===== config.mk =====
export PLATFORM = sky130hd
export DESIGN_NAME = if_fetch_flat
export DESIGN_NICKNAME = d
export VERILOG_FILES = /design/src/rtl/if_fetch_if.sv /design/src/rtl/if_fetch.sv /design/src/flat_wrapper.sv
export SDC_FILE = /design/constraint.sdc
export NUM_CORES = 1
export LEC_CHECK = 0
export CORE_ASPECT_RATIO = 1.2
export CORE_MARGIN = 3
export CORE_UTILIZATION = 48
export DETAILED_ROUTE_END_ITERATION = 10
export PLACE_DENSITY = 0.76
export SYNTH_ARGS = -nofsm -noshare
export SYNTH_HDL_FRONTEND = slang
export SYNTH_SLANG_ARGS = --single-unit

===== constraint.sdc =====
create_clock -name clk -period 5.4 [get_ports clk]
set_input_delay 1.62 -clock clk [delete_from_list [all_inputs] [get_ports clk]]
set_output_delay 1.62 -clock clk [all_outputs]
set_load 0.05 [all_outputs]

===== src/rtl/if_fetch_if.sv =====
// Instruction-fetch bus bundle: imem read channel plus the instruction-FIFO write side.
// The master modport is the fetch unit; the slave modport is the memory/FIFO side.
interface if_fetch_if;
  logic        imem_req;
  logic [31:0] imem_addr;
  logic        imem_gnt;
  logic        imem_rvalid;
  logic [31:0] imem_rdata;
  logic        fifo_wr_en;
  logic [31:0] fifo_wr_data;
  logic        fifo_full;
  logic        fifo_jmp;
  logic        fifo_jmp_bit1;

  modport master (
    output imem_req,
    output imem_addr,
    input  imem_gnt,
    input  imem_rvalid,
    input  imem_rdata,
    output fifo_wr_en,
    output fifo_wr_data,
    input  fifo_full,
    output fifo_jmp,
    output fifo_jmp_bit1
  );

  modport slave (
    input  imem_req,
    input  imem_addr,
    output imem_gnt,
    output imem_rvalid,
    output imem_rdata,
    input  fifo_wr_en,
    input  fifo_wr_data,
    output fifo_full,
    input  fifo_jmp,
    input  fifo_jmp_bit1
  );
endinterface


===== src/rtl/if_fetch.sv =====
// Instruction fetch front end: issues word reads, skid-buffers responses into the instruction
// FIFO, redirects on jmp. Optional performance counters under `IF_FETCH_PERF_EN.
module if_fetch #(
  parameter logic [31:0] BOOT_ADDR = 32'h0000_0000,
  parameter int unsigned MAX_OUTST = 2
) (
  input  logic        clk,
  input  logic        rstb,
  input  logic        fetch_en,
  input  logic        jmp,
  input  logic [31:0] jmp_addr,
  if_fetch_if.master  bus
`ifdef IF_FETCH_PERF_EN
  ,
  output logic [31:0] perf_fetch_words,
  output logic [31:0] perf_stall_cyc
`endif
);

  localparam int unsigned CntW = $clog2(MAX_OUTST + 1);
  localparam int unsigned PtrW = (MAX_OUTST > 1) ? $clog2(MAX_OUTST) : 1;

  typedef enum logic [0:0] {StIdle, StRun} state_e;

  state_e            state_q;
  logic [31:0]       pc_q;
  logic [CntW-1:0]   outst_q;
  logic [CntW-1:0]   drop_q;
  logic [CntW-1:0]   skid_cnt_q;
  logic [PtrW-1:0]   skid_rd_q;
  logic [PtrW-1:0]   skid_wr_q;
  logic [31:0]       skid_mem_q [MAX_OUTST];

  logic [CntW:0]     inflight;
  logic              req;
  logic              gnt_hit;
  logic              keep_rsp;
  logic              drop_rsp;
  logic              bypass;
  logic              skid_push;
  logic              skid_pop;
  logic              wr_en;
  logic [31:0]       wr_data;

  function automatic logic [PtrW-1:0] ptr_inc(input logic [PtrW-1:0] p);
    return (p == PtrW'(MAX_OUTST - 1)) ? '0 : p + PtrW'(1);
  endfunction

  // Issue gating counts skid entries so the skid buffer can never overflow.
  always_comb begin
    inflight  = {1'b0, outst_q} + {1'b0, skid_cnt_q};
    req       = (state_q == StRun) && !jmp && (inflight < (CntW + 1)'(MAX_OUTST));
    gnt_hit   = req && bus.imem_gnt;
    keep_rsp  = bus.imem_rvalid && (drop_q == '0);
    drop_rsp  = bus.imem_rvalid && (drop_q != '0);
    skid_pop  = !jmp && (skid_cnt_q != '0) && !bus.fifo_full;
    bypass    = !jmp && keep_rsp && (skid_cnt_q == '0) && !bus.fifo_full;
    skid_push = !jmp && keep_rsp && !bypass;
    wr_en     = skid_pop || bypass;
    if (skid_pop) begin
      wr_data = skid_mem_q[skid_rd_q];
    end else if (bypass) begin
      wr_data = bus.imem_rdata;
    end else begin
      wr_data = '0;
    end
  end

  assign bus.imem_req      = req;
  assign bus.imem_addr     = pc_q;
  assign bus.fifo_wr_en    = wr_en;
  assign bus.fifo_wr_data  = wr_data;
  assign bus.fifo_jmp      = jmp;
  assign bus.fifo_jmp_bit1 = jmp_addr[1];

  always_ff @(posedge clk or negedge rstb) begin
    if (!rstb) begin
      state_q    <= StIdle;
      pc_q       <= {BOOT_ADDR[31:2], 2'b00};
      outst_q    <= '0;
      drop_q     <= '0;
      skid_cnt_q <= '0;
      skid_rd_q  <= '0;
      skid_wr_q  <= '0;
    end else begin
      case (state_q)
        StIdle:  if (fetch_en) state_q <= StRun;
        StRun:   if (!fetch_en) state_q <= StIdle;
        default: state_q <= StIdle;
      endcase

      outst_q <= outst_q + CntW'(gnt_hit) - CntW'(bus.imem_rvalid);

      if (jmp) begin
        pc_q       <= {jmp_addr[31:2], 2'b00};
        // Everything still outstanding after this cycle belongs to the old stream.
        drop_q     <= outst_q - CntW'(bus.imem_rvalid);
        skid_cnt_q <= '0;
        skid_rd_q  <= '0;
        skid_wr_q  <= '0;
      end else begin
        if (gnt_hit) begin
          pc_q <= pc_q + 32'd4;
        end
        if (drop_rsp) begin
          drop_q <= drop_q - CntW'(1);
        end
        skid_cnt_q <= skid_cnt_q + CntW'(skid_push) - CntW'(skid_pop);
        if (skid_push) begin
          skid_wr_q <= ptr_inc(skid_wr_q);
        end
        if (skid_pop) begin
          skid_rd_q <= ptr_inc(skid_rd_q);
        end
      end
    end
  end

  always_ff @(posedge clk) begin
    if (skid_push) begin
      skid_mem_q[skid_wr_q] <= bus.imem_rdata;
    end
  end

`ifdef IF_FETCH_PERF_EN
  logic [31:0] perf_words_q;
  logic [31:0] perf_stall_q;

  always_ff @(posedge clk or negedge rstb) begin
    if (!rstb) begin
      perf_words_q <= '0;
      perf_stall_q <= '0;
    end else begin
      if (wr_en && (perf_words_q != '1)) begin
        perf_words_q <= perf_words_q + 32'd1;
      end
      if ((state_q == StRun) && !req && !jmp && (perf_stall_q != '1)) begin
        perf_stall_q <= perf_stall_q + 32'd1;
      end
    end
  end

  assign perf_fetch_words = perf_words_q;
  assign perf_stall_cyc   = perf_stall_q;
`endif

endmodule


===== src/flat_wrapper.sv =====
// flat-port wrapper written by rule: the top's interface ports become plain ports
module if_fetch_flat 
#(
  parameter logic [31:0] BOOT_ADDR = 32'h0000_0000,
  parameter int unsigned MAX_OUTST = 2
)
  (clk, rstb, fetch_en, jmp, jmp_addr, bus_imem_req, bus_imem_addr, bus_imem_gnt, bus_imem_rvalid, bus_imem_rdata, bus_fifo_wr_en, bus_fifo_wr_data, bus_fifo_full, bus_fifo_jmp, bus_fifo_jmp_bit1);
  if_fetch_if bus_i ();
  input  logic clk;
  input  logic rstb;
  input  logic fetch_en;
  input  logic jmp;
  input  logic [31:0] jmp_addr;
  output wire logic [$bits(bus_i.imem_req)-1:0] bus_imem_req;
  output wire logic [$bits(bus_i.imem_addr)-1:0] bus_imem_addr;
  input wire logic [$bits(bus_i.imem_gnt)-1:0] bus_imem_gnt;
  input wire logic [$bits(bus_i.imem_rvalid)-1:0] bus_imem_rvalid;
  input wire logic [$bits(bus_i.imem_rdata)-1:0] bus_imem_rdata;
  output wire logic [$bits(bus_i.fifo_wr_en)-1:0] bus_fifo_wr_en;
  output wire logic [$bits(bus_i.fifo_wr_data)-1:0] bus_fifo_wr_data;
  input wire logic [$bits(bus_i.fifo_full)-1:0] bus_fifo_full;
  output wire logic [$bits(bus_i.fifo_jmp)-1:0] bus_fifo_jmp;
  output wire logic [$bits(bus_i.fifo_jmp_bit1)-1:0] bus_fifo_jmp_bit1;
  assign bus_imem_req = bus_i.imem_req;
  assign bus_imem_addr = bus_i.imem_addr;
  assign bus_i.imem_gnt = bus_imem_gnt;
  assign bus_i.imem_rvalid = bus_imem_rvalid;
  assign bus_i.imem_rdata = bus_imem_rdata;
  assign bus_fifo_wr_en = bus_i.fifo_wr_en;
  assign bus_fifo_wr_data = bus_i.fifo_wr_data;
  assign bus_i.fifo_full = bus_fifo_full;
  assign bus_fifo_jmp = bus_i.fifo_jmp;
  assign bus_fifo_jmp_bit1 = bus_i.fifo_jmp_bit1;
  if_fetch #(.BOOT_ADDR(BOOT_ADDR), .MAX_OUTST(MAX_OUTST)) u_core (.clk(clk), .rstb(rstb), .fetch_en(fetch_en), .jmp(jmp), .jmp_addr(jmp_addr), .bus(bus_i));
endmodule

==> metrics.md, run 1 <==
| Metric | Value |
|---|---|
| Status | complete, no violations |
| Grt total ovfl | 0 |
| Area of the die | 11600 sq um |
| Maximum vdd drop | 0.000198 V |
| Sequential element share of the synthesized area | 58.4% |
| R2r setup slk | 2460 ps |
| Hold-fix buffers, CTS | 0 |
| ANT nets after route | 0 |
| Worst Path Required | 3780 ps |
| Total of max-cap violations | 0 |
| Flops & latches, synth | 103 |
| Worst Skew | 8.16 ps |
| GRT Total Usage | 21.7% |
| Ys flop type | edfxtp_1 |
| Die Span Y | 117 um |
| Crit path max fanout | 20 |
| Final setup viols | 0 |
| Minimum clock period | 5060 ps |
| Average routed wire per standard cell | 18.0 um |
| R2r worst-path depth | 11 |
| First-pass GRT wire length | 20200 um |
| Total core area | 10100 sq um |
| Post-synth top area share | 38.8% |
| Global routing's busiest layer | met2 |
| Synth Warn # | 0 |
| Clock Sinks | 103 |
| Fmax | 0.198 GHz |
| Post CTS Setup Buffer Count | 0 |
| ANT cells | 0 |
| Fin util | 69.8% |
| I/O Pins | 139 |
| Worst EP arrival | 3440 ps |
| Hold Violations, Final | 0 |
| Synth Cell Area | 4960 sq um |
| Mean Syn Cell Area | 11.2 sq um |
| Leakage power | 2.54 nW |
| Total power draw | 2.14 mW |
| Area growth, synth to finish | 41.7% |
| Crit Reg-Reg Endpoint | u_core.bus.imem_addr[31] |
| Met2 usage | 39.1% |
| Register area | 2900 sq um |
| Num rows | 40 |
| CTS buffer count | 9 |
| RSZ-0062 raised after global routing | no |
| Final nets | 648 |
| Met1 usage | 25.5% |
| FF-to-FF Start | u_core.skid_cnt_q[0] |
| Initial Utilization | 49.3% |
| Dominant cells by area after synthesis | edfxtp_1 39%, dfrtp_1 20%, mux2i_1 6.9% |
| Area of the multi-input gates | 1910 sq um |
| Post-synth ARST share | 37.9% |
| Sum Neg Setup Slack | 0 ps |
| GPL Wtd Cong | 0.897 |
| Cell variety after synth | 54 |
| Root buffer cell | clkbuf_16 |
| DR pass1 iterations | 4 |
| Tcrit/Tclk final | 93.7% |
| HP Start | u_core.drop_q[1] |
| CTS tree | done |
| Area leader, netlist | edfxtp_1 |
| Slew headroom | 32.4% |
| Count leader, synth | nand2_1 |
| GR met3 Demand/Resource | 5.77% |
| Largest net degree at the start of global routing | 40 |
| DIE WIDTH | 98.8 um |
| Post-synth EDFFs | 64 |
| Clock Path Buffers | 2 |
| Clk_lat worst skew | 340 ps |
| Layout cells sized above 1 | 13.2% |
| CTS resizes | 0 |
| Synth top cells by count | 66 x nand2_1, 64 x edfxtp_1, 53 x o21ai_0, 39 x dfrtp_1, 34 x mux2i_1 |
| Max-slew violation count | 0 |
| Clk slew on worst S/H paths | 70 ps |
| Post-DP HPWL | 8950 um |
| Vias in the first global route | 4070 |
| 1st-iter DRT viols | 189 |
| Number of vias per cell | 5.74 |
| Hold endpoint | u_core.drop_q[1] |
| CTS H-Tree Depth | 3 |
| Final worst slack | 341 ps |
| Fillcell total | 728 |
| Critical path class | in -> out |
| DR vias | 4021 |
| Crit end category | output pin |
| Post-Syn Instances | 441 |
| PwrDens | 304 nW/um^2 |
| Worst Setup Start Kind | input pin |
| Place WS | 326 ps |
| Drc violations | 0 |
| Least-Margin Pin Slew | 1010 ps |
| I/O Buffers | 133 |
| Cell count of the worst hold path | 2 |
| Initial antenna violation count | 0 |
| Wirelength, routed | 12600 um |
| Min-delay worst type | reg -> reg |
[kinds of logic (layout without fill, tap and decap cells)]
logic type	after synthesis	in the layout	synth area share, %
buffers and inverters	41	174	3.53
XOR/XNOR	7	7	1.24
AO/OA/AOI/OAI	97	97	12.2
AND/OR/NAND/NOR	151	151	15.7
multiplexers	34	34	6.86
flip-flops	103	103	58.4
adder cells (fa/ha/maj)	7	7	1.92
other	1	2	0.0756
[layout make-up]
| class | instances | area share, % |
|---|---|---|
| Clock buffer | 9 | 3.21 |
| Clock inverter | 7 | 0.873 |
| Tap cell | 126 | 2.24 |
| Inverter | 15 | 0.802 |
| Timing Repair Buffer | 143 | 24.4 |
| Sequential cell | 103 | 41.3 |
| Multi-Input combinational cell | 298 | 27.2 |
[report_power, final]
group	internal, mW	switching (mW)
clock network	0.317	0.284
registers	0.898	0.0721
logic	0.238	0.330
[through the flow]
| step | std cells | area (sq um) | hold WS, ps |
|---|---|---|---|
| final | 701 | 7020 | 556 |
| after global routing | 701 | 7020 | 586 |
| after CTS | 701 | 7020 | 560 |
| after detailed placement | 685 | 6740 | 542 |
| after global placement | 685 | 6740 | 529 |
| after floorplan | 442 | 4970 | 516 |
[layout by cell type (no fill, tap or decap), types with 2 or more instances in the layout]
cell / instances
ha_1: 6
buf_12: 32
a21o_1: 2
o211ai_1: 7
inv_1: 14
clkdlybuf4s50_1: 98
nor3_1: 7
xor2_1: 3
a221o_1: 2
nand2_1: 66
dfrtp_1: 38
or3_1: 4
clkinvlp_4: 3
and2_1: 2
nand4_1: 13
clkbuf_16: 9
a31oi_1: 5
nor2b_1: 3
a31o_2: 3
xnor2_1: 4
mux2i_1: 34
clkinv_4: 2
edfxtp_1: 64
a21oi_1: 5
and3_1: 3
o21ai_0: 53
buf_4: 11
o311ai_0: 7
nor2_1: 21
nor4_4: 3
nand3_1: 17
nand3_4: 2
a211oi_1: 2
conb_1: 2
a22oi_1: 3
[worst max-delay path, stage by stage]
cell and delay, ps:
clkdlybuf4s50_1 520, nand2_1 180, nor4b_2 360, buf_4 310, nand2_1 70, o21ai_0 170
buf_12 200
[routing by layer]
layer	share of wire, %	vias up
met5	0	-
met4	1.1	0
met3	7.5	12
met2	52	168
met1	39	1954
li1	-	1887
[worst max-delay path by stage]
stage | start | endpoint | slack [ps]
floorplan | jmp | bus_fifo_wr_data[22] | 430
global placement | bus_imem_rvalid | bus_fifo_wr_data[3] | 400
detailed placement | bus_imem_rvalid | bus_fifo_wr_data[3] | 330
CTS | bus_imem_rvalid | bus_fifo_wr_data[3] | 320
global route | bus_imem_rvalid | bus_fifo_wr_data[14] | 250
finish | bus_imem_rvalid | bus_fifo_wr_data[3] | 340
[sequential cells by signal, indices dropped and copies added (netlist names)]
| register | flops |
|---|---|
| u_core.bus.imem_addr | 30 |
| u_core.skid_cnt_q | 2 |
| u_core.drop_q | 2 |
| u_core.outst_q | 2 |
| u_core.skid_mem_q | 64 |
| u_core.state_q | 1 |
| u_core.skid_wr_q | 1 |
| u_core.skid_rd_q | 1 |
(Power assumes the default switching activity.)
==> inputs of run 2 (changes only) <==
--- a/config.mk
+++ b/config.mk
@@ -10,6 +10,7 @@
 export CORE_UTILIZATION = 48
 export DETAILED_ROUTE_END_ITERATION = 10
 export PLACE_DENSITY = 0.76
+export REMOVE_ABC_BUFFERS = 1
 export SYNTH_ARGS = -nofsm -noshare
 export SYNTH_HDL_FRONTEND = slang
 export SYNTH_SLANG_ARGS = --single-unit
==> constraint.sdc (replaced) <==
create_clock -name clk -period 5.25 [get_ports clk]
set_input_delay 1.575 -clock clk [delete_from_list [all_inputs] [get_ports clk]]
set_output_delay 1.575 -clock clk [all_outputs]
set_load 0.05 [all_outputs]
==> run 2 against run 1 <==
  * Via count down 0.57%
  * Final cell count down 0.86%
  * Critical path type unchanged
  * Sequential power up 2.9%
  * Highest routed layer unchanged
  * Largest power group unchanged
==> metrics.md, run 2 (same netlist as run 1, synthesis figures left out) <==
| Metric | Value |
|---|---|
| Slew headroom | 32.7% |
| Min-delay worst type | reg -> reg |
| CTS tree | done |
| Fmax | 0.202 GHz |
| Drc violations | 0 |
| I/O Pins | 139 |
| GRT Total Usage | 20.3% |
| Worst Skew | 4.81 ps |
| Post CTS Setup Buffer Count | 0 |
| Critical path class | in -> out |
| Most flops, register | u_core.skid_mem_q |
| Status | complete, no violations |
| Least-Margin Pin Slew | 1010 ps |
| Total core area | 10100 sq um |
| Vias in the first global route | 4026 |
| DIE WIDTH | 98.8 um |
| Initial Utilization | 49.3% |
| ANT nets after route | 0 |
| Commonest cells after routing, fill and taps aside | 98 x clkdlybuf4s50_1, 66 x nand2_1, 64 x edfxtp_1 |
| Post-DP HPWL | 8230 um |
| Initial antenna violation count | 0 |
| Fillcell total | 741 |
| 1st-iter DRT viols | 172 |
| GPL Wtd Cong | 0.829 |
| Tcrit/Tclk final | 94.3% |
| Area of the die | 11600 sq um |
| Largest net degree at the start of global routing | 43 |
| DR vias | 3998 |
| Clk_lat worst skew | 330 ps |
| Final nets | 644 |
| Grt total ovfl | 0 |
| CTS resizes | 0 |
| Design area | 6980 sq um |
| Most common cell after layout, fill and taps aside | clkdlybuf4s50_1 |
| Crit end category | output pin |
| Sum Neg Setup Slack | 0 ps |
| Max-slew violation count | 0 |
| Hold Violations, Final | 0 |
| Area growth, synth to finish | 40.7% |
| Critical path's largest stage delay | 530 ps |
| Worst Setup Start Kind | input pin |
| Cell count of the worst hold path | 2 |
| Number of vias per cell | 5.75 |
| Average routed wire per standard cell | 17.0 um |
| ANT cells | 0 |
| Num rows | 40 |
| # placed instances | 681 |
| Layout cells sized above 1 | 12.3% |
| R2r worst-path depth | 9 |
| Clock Path Buffers | 2 |
| Most used cell, CP | buf_12 |
| Leakage power | 2.52 nW |
| Crit-path slowest cell | or3_1 |
| First-pass GRT wire length | 19200 um |
| Final non-filler cell total | 695 |
| DR pass1 iterations | 5 |
| Maximum vdd drop | 0.000211 V |
| Largest register FFs | 64 |
| Wirelength, routed | 11800 um |
| PwrDens | 308 nW/um^2 |
| CTS H-Tree Depth | 3 |
| I/O Buffers | 133 |
| Minimum clock period | 4950 ps |
| Die Span Y | 117 um |
| Total of max-cap violations | 0 |
| Worst Path Required | 3680 ps |
| Clock Sinks | 103 |
| Worst EP arrival | 3380 ps |
| Critical Path, Cell by Cell | clkdlybuf4s50_1 -> or3_1 -> buf_12 -> o21ai_0 -> buf_12 |
| Final setup viols | 0 |
| Crit path max fanout | 27 |
| Area after DPL | 6720 sq um |
| Clk slew on worst S/H paths | 60 ps |
| Root buffer cell | clkbuf_16 |
| RSZ-0062 raised after global routing | no |
| Hold-fix buffers, CTS | 0 |
| CTS buffer count | 9 |
run 2: changes by cell type in the layout (fill, tap and decap cells not counted), sizes merged:
cell	before	now
clkbuf	10	9
buf	44	41
clkinv	4	3
clkinvlp	3	2
run 2: critical path: cells and delay by family:
family | cells | cell delay, ps
simple gates | 1 | 530
buf+inv | 3 | 900
compound gates | 1 | 360
run 2: area by class of cell:
cell class	instances	area (sq um)	area share, %
Clock buffer	9	225	3.23
Tap cell	126	158	2.26
Sequential cell	103	2900	41.6
Multi-Input combinational cell	298	1900	27.3
Clock inverter	5	27.5	0.395
Timing Repair Buffer	139	1710	24.5
Inverter	15	56.3	0.807
run 2: metrics by stage:
step / util (%) / hold slack, ps / setup slack (ps) / power, mW
after floorplan: - / 512 / -1180 / 1.33
after global placement: 66.8 / 526 / 319 / 1.57
after detailed placement: 66.8 / 564 / 254 / 1.59
after CTS: 69.4 / 576 / 254 / 2.17
after global routing: 69.4 / 589 / 188 / 2.24
final: 69.4 / 581 / 300 / 2.15
run 2: layer usage:
| metal | vias up | wire, um | GRT usage, % |
|---|---|---|---|
| li1 | 1874 | - | - |
| met1 | 1938 | 4850 | 26.4 |
| met2 | 170 | 5940 | 33.7 |
| met3 | 16 | 869 | 5.29 |
| met4 | 0 | 138 | 5.21 |
| met5 | - | 0 | 0 |
run 2: final timing paths:
check | end | slack (ps) | startpoint
max in group asynchronous | u_core.skid_rd_q | 3260 | rstb
min in group asynchronous | u_core.bus.imem_addr[21] | 1370 | rstb
hold reg to reg | u_core.skid_wr_q | 580 | u_core.skid_wr_q
setup reg to reg | u_core.bus.imem_addr[31] | 2450 | u_core.skid_cnt_q[0]
hold / removal | u_core.skid_wr_q | 580 | u_core.skid_wr_q
setup / recovery | bus_fifo_wr_data[26] | 300 | bus_fifo_full
run 2: report_power, final:
part           internal [mW]  switching (mW)
combinational          0.244           0.333
clock                  0.312           0.266
sequential             0.924          0.0736
total                   1.48           0.672
==> inputs of run 3 (changes only) <==
--- a/config.mk
+++ b/config.mk
@@ -10,7 +10,9 @@
 export CORE_UTILIZATION = 48
 export DETAILED_ROUTE_END_ITERATION = 10
 export PLACE_DENSITY = 0.76
+export RECOVER_POWER = 50
 export REMOVE_ABC_BUFFERS = 1
+export SKIP_LAST_GASP = 1
 export SYNTH_ARGS = -nofsm -noshare
 export SYNTH_HDL_FRONTEND = slang
 export SYNTH_SLANG_ARGS = --single-unit
==> run 3 against run 2 <==
  * The run now ends with max-capacitance violations, max-slew violations left
  * Total power decreased by 0.66%
  * Highest routed layer unchanged
  * Maximum frequency hardly changed
  * Final cell count up 0.14%
  * Clock power about the same
  * First-iteration DRC count fell by 2.9%
  * Non-clock buffer count is the same
  * Combinational power decreased by 2%
==> metrics.md, run 3 (same netlist as run 1, synthesis figures left out) <==
| Metric | Value |
|---|---|
| Post-DP HPWL | 8230 um |
| Clock Sinks | 103 |
| CTS tree | done |
| ANT nets after route | 0 |
| CTS buffer count | 9 |
| Area growth, synth to finish | 40.1% |
| Critical path class | in -> out |
| Wirelength, routed | 11800 um |
| Maximum vdd drop | 0.000211 V |
| Violated checks | max-capacitance violations, max-slew violations |
| I/O Buffers | 133 |
| Largest net degree at the start of global routing | 43 |
| I/O Pins | 139 |
| Number of vias per cell | 5.75 |
| 1st-iter DRT viols | 167 |
| Most used cell, CP | buf_12 |
| Total core area | 10100 sq um |
| Vias in the first global route | 4026 |
| Slew headroom | -44.4% |
| # placed instances | 681 |
| Crit path max fanout | 27 |
| RSZ-0062 raised after global routing | no |
| Place WS | 254 ps |
| Critical path's largest stage delay | 520 ps |
| Grt total ovfl | 0 |
| Clk slew on worst S/H paths | 60 ps |
| Crit end category | output pin |
| Root buffer cell | clkbuf_16 |
| Total of max-cap violations | 2 |
| DR vias | 4003 |
| Clk_lat worst skew | 330 ps |
| Fin util | 69.1% |
| Area of the die | 11600 sq um |
| Final worst slack | 299 ps |
| Final non-filler cell total | 696 |
| Clock Path Buffers | 2 |
| DR pass1 iterations | 5 |
| Fmax | 0.202 GHz |
| Leakage power | 2.52 nW |
| Initial Utilization | 49.3% |
| Hold-fix buffers, CTS | 0 |
| Largest register FFs | 64 |
| Critical Path, Cell by Cell | clkdlybuf4s50_1 -> or3_1 -> buf_12 -> o21ai_0 -> buf_12 |
| GR met3 Demand/Resource | 5.29% |
| Commonest cells after routing, fill and taps aside | 66 x nand2_1, 64 x clkdlybuf4s50_1, 64 x edfxtp_1 |
| Post CTS Setup Buffer Count | 0 |
| Most common cell after layout, fill and taps aside | nand2_1 |
| GPL Wtd Cong | 0.829 |
| Max-slew violation count | 83 |
| Drc violations | 0 |
| Met1 usage | 26.4% |
| Average routed wire per standard cell | 17.0 um |
| Tcrit/Tclk final | 94.3% |
| Die Span Y | 117 um |
| Worst Skew | 5.11 ps |
| Min-delay worst type | reg -> reg |
| Design area | 6950 sq um |
| First-pass GRT wire length | 19200 um |
| Layout cells sized above 1 | 11.2% |
| Crit-path slowest cell | or3_1 |
| Area after DPL | 6720 sq um |
| Worst Path Required | 3680 ps |
| Global routing's busiest layer | met2 |
| Worst Setup Start Kind | input pin |
| PwrDens | 308 nW/um^2 |
| Final nets | 644 |
| Hold Violations, Final | 0 |
| CTS H-Tree Depth | 3 |
| CTS resizes | 0 |
| DIE WIDTH | 98.8 um |
| Most flops, register | u_core.skid_mem_q |
| Final setup viols | 0 |
| Minimum clock period | 4950 ps |
| R2r setup slk | 1870 ps |
| Initial antenna violation count | 0 |
| Status | finished with violations |
| Least-Margin Pin Slew | 2170 ps |
| Worst EP arrival | 3380 ps |
| Met2 usage | 33.7% |
| Num rows | 40 |
| GRT Total Usage | 20.3% |
[run 3: cell count changes in the layout (fill, tap and decap cells not counted), sizes merged]
cell / change
clkbuf: +4
clkdlybuf4s50: -34
diode: +1
dlygate4sd3: +34
buf: -4
[run 3: critical path: cells and delay by family]
family                 cells  cell delay, ps
buffers and inverters      3             900
AND/OR/NAND/NOR            1             520
AO/OA/AOI/OAI              1             360
[run 3: final cells by class]
class | instances | area (sq um)
flip-flops and latches | 103 | 2900
well taps | 126 | 158
inverters | 15 | 56.3
clock inverters | 5 | 27.5
multi-input cells | 298 | 1880
repair buffers | 139 | 1700
diodes | 1 | 2.50
fillers | 747 | 3110
clock buffers | 9 | 225
[run 3: path summary, 6_finish.rpt]
path	from	endpoint	cells past startpoint
setup reg to reg	u_core.skid_cnt_q[0]	u_core.bus.imem_addr[31]	9
hold / removal	u_core.skid_wr_q	u_core.skid_wr_q	2
min in group asynchronous	rstb	u_core.bus.imem_addr[21]	1
hold reg to reg	u_core.skid_wr_q	u_core.skid_wr_q	2
setup / recovery	bus_fifo_full	bus_fifo_wr_data[26]	5
max in group asynchronous	rstb	u_core.skid_rd_q	1
[run 3: stage by stage]
step	hold slack (ps)	power [mW]	setup TNS, ps
after floorplan	512	1.33	-40270
after global placement	526	1.57	0
after detailed placement	564	1.59	0
after CTS	576	2.17	0
after global routing	589	2.23	0
final	570	2.14	0
[run 3: where the power goes]
part / leakage [nW] / internal (mW) / total [mW] / switching (mW)
sequential: 1.05 / 0.924 / 0.997 / 0.0728
combinational: 1.34 / 0.234 / 0.564 / 0.330
clock: 0.123 / 0.312 / 0.577 / 0.265
[run 3: layer usage]
layer	wire length, um	share of wire, %	vias to the layer above
li1	-	-	1878
met1	4870	41	1940
met2	6000	51	171
met3	841	7.1	14
met4	110	0.93	0
met5	0	0	-
